## src/rtl/noise_matrix_filler_mc.sv

```systemverilog
// noise_matrix_filler_mc: fills NUM_CH square D x D matrices (D = 4 << size)
// in BRAM with LFSR noise, one word per accepted write, channel-major order.
// Optional feature macro: NOISE_GAUSS_APPROX_EN (four-step LFSR sum giving an
// approximately Gaussian sample); undefined gives uniform samples.
//
// Handshake: a write is transferred in every cycle where bram_we && bram_ready
// are both high at the rising edge; while bram_ready is low, bram_addr and
// bram_wdata hold their values and bram_we stays high.
module noise_matrix_filler_mc #(
  parameter int DATA_WIDTH = 16,
  parameter int ADDR_WIDTH = 14,
  parameter int NUM_CH     = 1
) (
  input  logic                  clk,
  input  logic                  rst,
  input  logic                  start,
  input  logic                  abort,
  input  logic [2:0]            size,
  input  logic [31:0]           seed,
  input  logic                  bram_ready,
  output logic [ADDR_WIDTH-1:0] bram_addr,
  output logic [DATA_WIDTH-1:0] bram_wdata,
  output logic                  bram_we,
  output logic                  busy,
  output logic                  done,
  output logic                  err,
  output logic [1:0]            dbg_state
);

  typedef enum logic [1:0] {
    S_IDLE = 2'd0,
    S_LOAD = 2'd1,
    S_FILL = 2'd2,
    S_DONE = 2'd3
  } state_t;

  localparam logic [31:0] LFSR_TAPS = 32'h8020_0003;
  localparam logic [31:0] LFSR_INIT = 32'hACE1_ACE1;

  state_t                  state_q, state_d;
  logic [31:0]             lfsr_q, lfsr_d;
  logic [31:0]             seed_q, seed_d;
  logic [ADDR_WIDTH-1:0]   last_q, last_d;
  logic [ADDR_WIDTH-1:0]   addr_q, addr_d;
  logic [DATA_WIDTH-1:0]   wdata_q, wdata_d;
  logic                    we_q, we_d;
  logic                    busy_q, busy_d;
  logic                    done_q, done_d;
  logic                    err_q, err_d;

  logic [4:0]              shamt;
  logic [39:0]             req_words;
  logic                    req_ok;
  logic                    accept;
  logic [31:0]             seed_eff;
  logic [31:0]             lfsr_adv;

  // One Galois step, shifting right with the tap mask applied on a one out.
  function automatic logic [31:0] lfsr_step(input logic [31:0] s);
    lfsr_step = s[0] ? ((s >> 1) ^ LFSR_TAPS) : (s >> 1);
  endfunction

  // LFSR state that follows one accepted write.
  function automatic logic [31:0] gen_next(input logic [31:0] s);
`ifdef NOISE_GAUSS_APPROX_EN
    gen_next = lfsr_step(lfsr_step(lfsr_step(lfsr_step(s))));
`else
    gen_next = lfsr_step(s);
`endif
  endfunction

  // Sample written for LFSR state s.
  function automatic logic [DATA_WIDTH-1:0] gen_data(input logic [31:0] s);
`ifdef NOISE_GAUSS_APPROX_EN
    logic [31:0]             s1, s2, s3;
    logic [DATA_WIDTH+1:0]   acc;
    s1  = lfsr_step(s);
    s2  = lfsr_step(s1);
    s3  = lfsr_step(s2);
    // Sign-extend each slice by two bits so the four-way sum cannot overflow.
    acc = {{2{s[DATA_WIDTH-1]}},  s[DATA_WIDTH-1:0]}
        + {{2{s1[DATA_WIDTH-1]}}, s1[DATA_WIDTH-1:0]}
        + {{2{s2[DATA_WIDTH-1]}}, s2[DATA_WIDTH-1:0]}
        + {{2{s3[DATA_WIDTH-1]}}, s3[DATA_WIDTH-1:0]};
    // Arithmetic shift right by two; the quarter of the sum fits DATA_WIDTH.
    gen_data = acc[DATA_WIDTH+1:2];
`else
    gen_data = s[DATA_WIDTH-1:0];
`endif
  endfunction

  // Request sizing and write acceptance.
  always_comb begin
    shamt     = 5'({size, 1'b0}) + 5'd4;
    req_words = 40'(NUM_CH) << shamt;
    req_ok    = (size <= 3'd5) && (req_words <= (40'd1 << ADDR_WIDTH));
    accept    = we_q && bram_ready;
    seed_eff  = (seed_q == 32'd0) ? LFSR_INIT : seed_q;
    lfsr_adv  = gen_next(lfsr_q);
  end

  // Next-state and registered-output computation for the fill sequencer.
  always_comb begin
    state_d = state_q;
    lfsr_d  = lfsr_q;
    seed_d  = seed_q;
    last_d  = last_q;
    addr_d  = addr_q;
    wdata_d = wdata_q;
    we_d    = we_q;
    busy_d  = busy_q;
    done_d  = 1'b0;
    err_d   = 1'b0;
    unique case (state_q)
      S_IDLE: begin
        // done_q high means the DONE cycle just ended; a start there is dropped.
        if (start && !done_q) begin
          if (req_ok) begin
            state_d = S_LOAD;
            seed_d  = seed;
            last_d  = ADDR_WIDTH'(req_words - 40'd1);
            busy_d  = 1'b1;
          end else begin
            err_d   = 1'b1;
          end
        end
      end
      S_LOAD: begin
        if (abort) begin
          state_d = S_IDLE;
          busy_d  = 1'b0;
        end else begin
          state_d = S_FILL;
          lfsr_d  = seed_eff;
          addr_d  = '0;
          wdata_d = gen_data(seed_eff);
          we_d    = 1'b1;
        end
      end
      S_FILL: begin
        if (abort) begin
          // A write accepted on this edge still lands; the run simply stops.
          state_d = S_IDLE;
          we_d    = 1'b0;
          busy_d  = 1'b0;
        end else if (accept) begin
          lfsr_d = lfsr_adv;
          if (addr_q == last_q) begin
            state_d = S_DONE;
            we_d    = 1'b0;
            busy_d  = 1'b0;
          end else begin
            addr_d  = addr_q + 1'b1;
            wdata_d = gen_data(lfsr_adv);
          end
        end
      end
      S_DONE: begin
        state_d = S_IDLE;
        done_d  = 1'b1;
      end
      default: state_d = S_IDLE;
    endcase
  end

  // State and output registers with synchronous reset.
  always_ff @(posedge clk) begin
    if (rst) begin
      state_q <= S_IDLE;
      lfsr_q  <= LFSR_INIT;
      seed_q  <= 32'd0;
      last_q  <= '0;
      addr_q  <= '0;
      wdata_q <= '0;
      we_q    <= 1'b0;
      busy_q  <= 1'b0;
      done_q  <= 1'b0;
      err_q   <= 1'b0;
    end else begin
      state_q <= state_d;
      lfsr_q  <= lfsr_d;
      seed_q  <= seed_d;
      last_q  <= last_d;
      addr_q  <= addr_d;
      wdata_q <= wdata_d;
      we_q    <= we_d;
      busy_q  <= busy_d;
      done_q  <= done_d;
      err_q   <= err_d;
    end
  end

  assign bram_addr  = addr_q;
  assign bram_wdata = wdata_q;
  assign bram_we    = we_q;
  assign busy       = busy_q;
  assign done       = done_q;
  assign err        = err_q;
  assign dbg_state  = state_q;

endmodule

```

## config.mk

```make
export PLATFORM = sky130hd
export DESIGN_NAME = noise_matrix_filler_mc
export DESIGN_NICKNAME = d
export VERILOG_FILES = /design/src/rtl/noise_matrix_filler_mc.sv
export SDC_FILE = /design/constraint.sdc
export NUM_CORES = 1
export LEC_CHECK = 0
export ABC_AREA = 1
export CAP_MARGIN = 25
export CELL_PAD_IN_SITES_DETAIL_PLACEMENT = 1
export CELL_PAD_IN_SITES_GLOBAL_PLACEMENT = 2
export CORE_MARGIN = 4
export CORE_UTILIZATION = 32
export DETAILED_ROUTE_END_ITERATION = 12
export GPL_TIMING_DRIVEN = 0
export PLACE_DENSITY = 0.84
export SYNTH_ARGS = -nofsm -noshare
export SYNTH_HDL_FRONTEND = slang
export SYNTH_SLANG_ARGS = --single-unit
```

## constraint.sdc

```tcl
create_clock -name clk -period 2.8 [get_ports clk]
set_input_delay 0.42 -clock clk [delete_from_list [all_inputs] [get_ports clk]]
set_output_delay 0.42 -clock clk [all_outputs]
set_load 0.005 [all_outputs]
```

==> impl_metrics.json, run 1 <==
{
  "finalClockSkew_ns": 0.00694,
  "cp.required_ns": 3.04,
  "grt_usage_pct": 19.8,
  "drive_above_1_share_pct": 3.92,
  "maxCapViolations": 0,
  "design_area_sq_um": 6460,
  "dp_hpwl_mm": 13.5,
  "syn-num-nets": 805,
  "ctsResizeCount": 0,
  "outcome": "finished, final reports clean",
  "post_cts_buffers": 0,
  "cts_root_buf": "clkbuf_16",
  "die_w_um": 135,
  "syn2layout_area_growth_pct": 25.1,
  "placed_cell_area_sq_um": 6170,
  "num_antenna_cells": 0,
  "synthXorXnorAreaFrac_pct": 2.21,
  "antenna_left": 0,
  "max_slew_margin_pct": 53.7,
  "coreArea_sq_um": 15800,
  "antenna_found_initial": 0,
  "cp_max_fo": 8,
  "clock-sinks": 112,
  "routed_wl_mm": 17.6,
  "synth.ff_latch_count": 112,
  "hold_violations": 0,
  "grt.overflow.total": 0,
  "cts_hold_buf": 0,
  "multi_input_area_sq_um": 2510,
  "rsz0062_at_grt": "no",
  "tightest_slew_ns": 0.694,
  "synth-compound-area-share_pct": 18.5,
  "via_count": 5242,
  "nNetsFinal": 890,
  "io_pins": 76,
  "die_h_um": 135,
  "utilization_pct": 40.8,
  "layout_common_cells": "160 x nor2_1, 123 x nand2_1, 112 x dfxtp_1, 97 x o21ai_0, 77 x a21oi_1",
  "crit_path_cell_trace": "clkdlybuf4s50_1, inv_1, ha_1, nor2_1, nand3_1, ha_1, o21ai_0, xor2_1, o21ai_0, inv_1",
  "slew_violations": 0,
  "post_drt_wl_per_cell_um": 16.7,
  "grt_max_degree": 18,
  "tritoncts": "done",
  "final.min_clock_period_ns": 2.64,
  "register_area_sq_um": 2240,
  "ys.flop_type": "dfxtp_1",
  "worstSetupPathType": "in -> reg",
  "drt_first_pass_iters": 4,
  "synth_seq_area_share_pct": 43.4,
  "final_cells": 1058,
  "critical-path-slowest-cell": "clkdlybuf4s50_1",
  "synth_edf_count": 0,
  "clockBufferDepth": 2,
  "post-place-ws_ns": -0.297,
  "via_per_inst": 4.95,
  "max_freq_mhz": 379,
  "cts-buffers-inserted": 9,
  "cts_max_level": 3,
  "detail_route.iter0.violations": 303,
  "io_buffers": 74,
  "ir_drop_mv": 0.306,
  "rows": 46,
  "yosys.area_share.simple_pct": 25.0,
  "die-area_sq_um": 18200,
  "grt_pass1_vias": 5489,
  "final_common_cell": "nor2_1",
  "cpLargestDelayFamily": "buffers and inverters",
  "synthCells": 753,
  "layout_setup_ws_ns": 0.160,
  "gp_congestion": 0.873,
  "route.detailed.drc": 0,
  "clock_latency_ns": 0.35,
  "start_util_pct": 32.6,
  "path_buf_inv": 3,
  "synth_top_family_by_area": "simple AND/OR/NAND/NOR gates",
  "cp-end-kind": "flip-flop",
  "setup_viol_count_final": 0,
  "power_density_nw_per_um2": 652,
  "finalCritPeriodShare_pct": 94.3,
  "power.leakage_nw": 2.56,
  "dp_cells": 1043,
  "cp_data_arrival_time_ns": 2.88,
  "synthAdderAreaFrac_pct": 2.91,
  "whs_ns": 0.482,
  "ys_types": 28,
  "regToRegSetupSlack_ns": 0.43,
  "synth_area_sq_um": 5160,
  "fillers": 2001,
  "startpoint_type": "primary input",
  "min_path_type": "reg -> reg",
  "synthMuxAreaShare_pct": 0,
  "yosys_warnings": 0,
  "cts.reportedPaths.clkPinSlew_ns": 0.07,
  "synth_area_per_cell_sq_um": 6.86,
  "synth-async-reset-ratio_pct": 0,
  "crit_path_max_incr_delay_ns": 0.65,
  "grt_pass1_wl_mm": 28.5
}
==> cell type report <==
class	count	share of cell area, %
Inverter	60	3.49
Buffer	43	2.89
Multi-Input combinational cell	538	38.9
Sequential cell	112	34.7
Tap cell	216	4.19
Clock buffer	11	3.91
Timing Repair Buffer	74	11.5
Clock inverter	4	0.446
==> routing by layer <==
layer  wire length, um  track usage [%]  part of all wire [%]  vias up
met3               660             2.46                   3.7       21
met4               335             6.27                   1.9        0
met2              8550             34.1                    48       90
met5                 0                0                     0        -
met1              8080             25.8                    46     2530
li1                  -                -                     -     2601
==> tightest hold or removal path, stage by stage, from the launching register on <==
cell and delay, ns:
dfxtp_1 0.32, nand2_1 0.07, a21oi_1 0.05
==> state kept, by name, indices dropped and copies added (netlist names) <==
signal,flops
bram_addr,14
bram_wdata,16
bram_we,1
busy,1
dbg_state,2
done,1
err,1
last_q,12
lfsr_q,32
seed_q,32
==> where the power goes <==
part | total [W] | switching (W) | internal, W
clock | 0.00125 | 0.000598 | 0.000652
combinational | 0.00100 | 0.000595 | 0.000409
sequential | 0.00196 | 0.000154 | 0.00180
total | 0.00421 | 0.00135 | 0.00287
==> through the flow <==
step           setup TNS, ns  power [W]
3_5_place_dp           -6.56    0.00300
6_report                   0    0.00421
3_3_place_gp           -5.25    0.00296
5_1_grt                    0    0.00448
2_1_floorplan              0    0.00255
4_1_cts                    0    0.00426
==> cell families (layout without fill, tap and decap cells) <==
family          Yosys count  after routing
buf+inv                 103            192
simple gates            325            325
xor+xnor                 13             13
compound gates          188            188
flops                   112            112
fa+ha+maj                12             12
==> Yosys cell counts (4+ instances only) <==
cell        n  area, sq um
nor3_1     16         80.1
nand2_1   123          462
inv_2       4         15.0
clkbuf_1   29          109
nand4_1     6         37.5
a21oi_1    77          385
buf_1       4         15.0
xor2_1     10         87.6
o21ai_1     7         35.0
nand3_1    13         65.1
buf_2       6         30.0
inv_1      56          210
ha_1       12          150
o21ai_0    97          485
dfxtp_1   112         2240
nor2_1    160          601
==> worst paths after layout <==
path                                                 from                      end  cells after the start
worst max-delay path                              size[1]  last_q[12]$_SDFFE_PP0P_                     10
worst min-delay path              last_q[10]$_SDFFE_PP0P_  last_q[10]$_SDFFE_PP0P_                      2
worst max register to register  dbg_state[0]$_SDFFE_PP0P_  seed_q[10]$_SDFFE_PP0P_                      9
worst min register to register    last_q[10]$_SDFFE_PP0P_  last_q[10]$_SDFFE_PP0P_                      2
No activity file was read; power rests on OpenSTA's default activity.
==> run 2, diff against run 1 <==
--- a/config.mk
+++ b/config.mk
@@ -10,10 +10,10 @@
 export CELL_PAD_IN_SITES_DETAIL_PLACEMENT = 1
 export CELL_PAD_IN_SITES_GLOBAL_PLACEMENT = 2
 export CORE_MARGIN = 4
-export CORE_UTILIZATION = 32
+export CORE_UTILIZATION = 27
 export DETAILED_ROUTE_END_ITERATION = 12
 export GPL_TIMING_DRIVEN = 0
-export PLACE_DENSITY = 0.84
+export PLACE_DENSITY = 0.76
 export SYNTH_ARGS = -nofsm -noshare
 export SYNTH_HDL_FRONTEND = slang
 export SYNTH_SLANG_ARGS = --single-unit
==> constraint.sdc (replaced) <==
create_clock -name clk -period 2.3 [get_ports clk]
set_input_delay 0.345 -clock clk [delete_from_list [all_inputs] [get_ports clk]]
set_output_delay 0.345 -clock clk [all_outputs]
set_load 0.005 [all_outputs]
==> run 2 against run 1 <==
Critical endpoint unchanged. Combinational power is 23% higher. Sequential cell count stayed put. Worst hold slack worse by 0.0082 ns.
==> impl_metrics.json, run 2 (synthesized netlist as in run 1, its figures left out) <==
{
  "placed_cell_area_sq_um": 6200,
  "pwr-share-comb_pct": 24.0,
  "critical-path-slowest-cell": "clkdlybuf4s50_1",
  "grt_pass1_vias": 5329,
  "cp_max_fo": 4,
  "fillers": 2325,
  "clock-sinks": 112,
  "power_frac_seq_pct": 46.4,
  "whs_ns": 0.474,
  "via_per_inst": 4.73,
  "fin_total_pwr_w": 0.00512,
  "clock_latency_ns": 0.35,
  "final_common_cell": "nor2_1",
  "p_int_w": 0.00347,
  "antenna_found_initial": 0,
  "utilization_pct": 34.6,
  "drive_above_1_share_pct": 4.98,
  "outcome": "finished, final reports clean",
  "grt_usage_pct": 16.5,
  "layout_common_cells": "159 x nor2_1, 123 x nand2_1, 112 x dfxtp_1, 96 x o21ai_0, 77 x a21oi_1",
  "detail_route.iter0.violations": 208,
  "die-area_sq_um": 21400,
  "crit_path_cell_trace": "clkdlybuf4s50_1, inv_1, ha_1, nor2_1, nand3_1, ha_1, o21ai_2, xor2_1, o21ai_0, inv_1",
  "cts_root_buf": "clkbuf_16",
  "startpoint_type": "primary input",
  "cts_max_level": 3,
  "ir_drop_mv": 0.381,
  "cp-end-kind": "flip-flop",
  "die_h_um": 146,
  "register_area_sq_um": 2240,
  "cp.required_ns": 2.55,
  "route.detailed.drc": 0,
  "num_antenna_cells": 0,
  "grt_pass1_wl_mm": 28.5,
  "routed_wl_mm": 17.5,
  "nNetsFinal": 890,
  "max_slew_margin_pct": 55.5,
  "post-place-ws_ns": -0.663,
  "drt_first_pass_iters": 4,
  "rows": 50,
  "post_cts_buffers": 0,
  "die_w_um": 146,
  "min_path_type": "reg -> reg",
  "tritoncts": "done",
  "layout_setup_ws_ns": 0.184,
  "max_freq_mhz": 473,
  "power_density_nw_per_um2": 789,
  "post_drt_wl_per_cell_um": 16.3,
  "gp_congestion": 0.795,
  "p_clk_share_pct": 29.7,
  "worstSetupPathType": "in -> reg",
  "cts_hold_buf": 0,
  "dp_hpwl_mm": 13.5,
  "maxCapViolations": 0,
  "grt_max_degree": 18,
  "path_buf_inv": 3,
  "cpLargestDelayFamily": "buffers and inverters",
  "via_count": 5090,
  "io_buffers": 74,
  "p_sw_w": 0.00165,
  "antenna_left": 0,
  "grt.overflow.total": 0,
  "p_sw_share_pct": 32.3,
  "cts-buffers-inserted": 9,
  "power.leakage_nw": 2.59,
  "cp_data_arrival_time_ns": 2.37,
  "tightest_slew_ns": 0.667,
  "final.min_clock_period_ns": 2.12,
  "coreArea_sq_um": 18800,
  "start_util_pct": 27.5,
  "setup_viol_count_final": 0,
  "multi_input_area_sq_um": 2520,
  "cts.reportedPaths.clkPinSlew_ns": 0.08,
  "crit_path_max_incr_delay_ns": 0.50,
  "finalCritPeriodShare_pct": 92.0,
  "slew_violations": 0,
  "finalClockSkew_ns": 0.0115,
  "clockBufferDepth": 2,
  "syn2layout_area_growth_pct": 25.7,
  "io_pins": 76,
  "design_area_sq_um": 6490,
  "hold_violations": 0
}
[run 2: cell types whose count changed in the layout (fill, tap and decap cells not counted)]
cell and change:
o21ai_2 +1, nor2_4 +1, clkbuf_2 +7, clkbuf_1 -6
clkinvlp_4 -1, clkbuf_8 -1, nor2_1 -1, clkdlybuf4s50_1 -1
clkinv_4 +2, dlygate4sd2_1 +1, clkinv_2 +1, o21ai_0 -1
inv_8 -1
[run 2: worst paths after layout]
kind	depth (start not counted)	slack, ns	start	end
worst max-delay path	10	0.18	size[2]	last_q[12]$_SDFFE_PP0P_
worst min-delay path	2	0.47	lfsr_q[27]$_SDFFE_PP1P_	lfsr_q[27]$_SDFFE_PP1P_
worst max register to register	9	0.21	dbg_state[0]$_SDFFE_PP0P_	seed_q[10]$_SDFFE_PP0P_
worst min register to register	2	0.47	lfsr_q[27]$_SDFFE_PP1P_	lfsr_q[27]$_SDFFE_PP1P_
[run 2: worst min-delay path, stage by stage, from the launching register on]
cell     delay (ns)
dfxtp_1        0.33
a21oi_1        0.06
o21ai_0        0.06
[run 2: cell type report]
type | count | share of cell area [%]
buffer | 43 | 3.01
clock buffer | 11 | 3.74
clock inverter | 5 | 0.501
inverter | 60 | 3.47
multi-input combinational | 538 | 38.8
sequential | 112 | 34.5
tap | 234 | 4.51
timing repair buffer | 74 | 11.4
[run 2: through the flow]
stage	cells	setup TNS, ns
6_report	1077	0
4_1_cts	1077	0
3_3_place_gp	1061	-12.19
2_1_floorplan	753	0
5_1_grt	1077	-0.0108
3_5_place_dp	1061	-14.80
[run 2: timing repair]
action / in CTS / in global routing
resized for setup: 4 / 16
pin swaps: 0 / 1
endpoints found under the hold margin: 0 / 0
setup endpoints to repair: 32 / 53
[run 2: power groups by stage]
stage / clock network [W] / logic (W) / registers (W)
floorplan: 0 / 0.000730 / 0.00237
global placement: 0 / 0.00120 / 0.00241
finish: 0.00152 / 0.00123 / 0.00237
detailed placement: 0 / 0.00123 / 0.00242
CTS: 0.00157 / 0.00124 / 0.00237
global route: 0.00163 / 0.00140 / 0.00241
[run 2: per-layer routing]
metal / routed length [um] / part of all wire [%] / global-route usage, % / vias up
li1: - / - / - / 2605
met1: 8610 / 49 / 22.5 / 2391
met2: 8100 / 46 / 27.3 / 78
met3: 521 / 3.0 / 2.36 / 16
met4: 296 / 1.7 / 5.03 / 0
met5: 0 / 0 / 0 / -
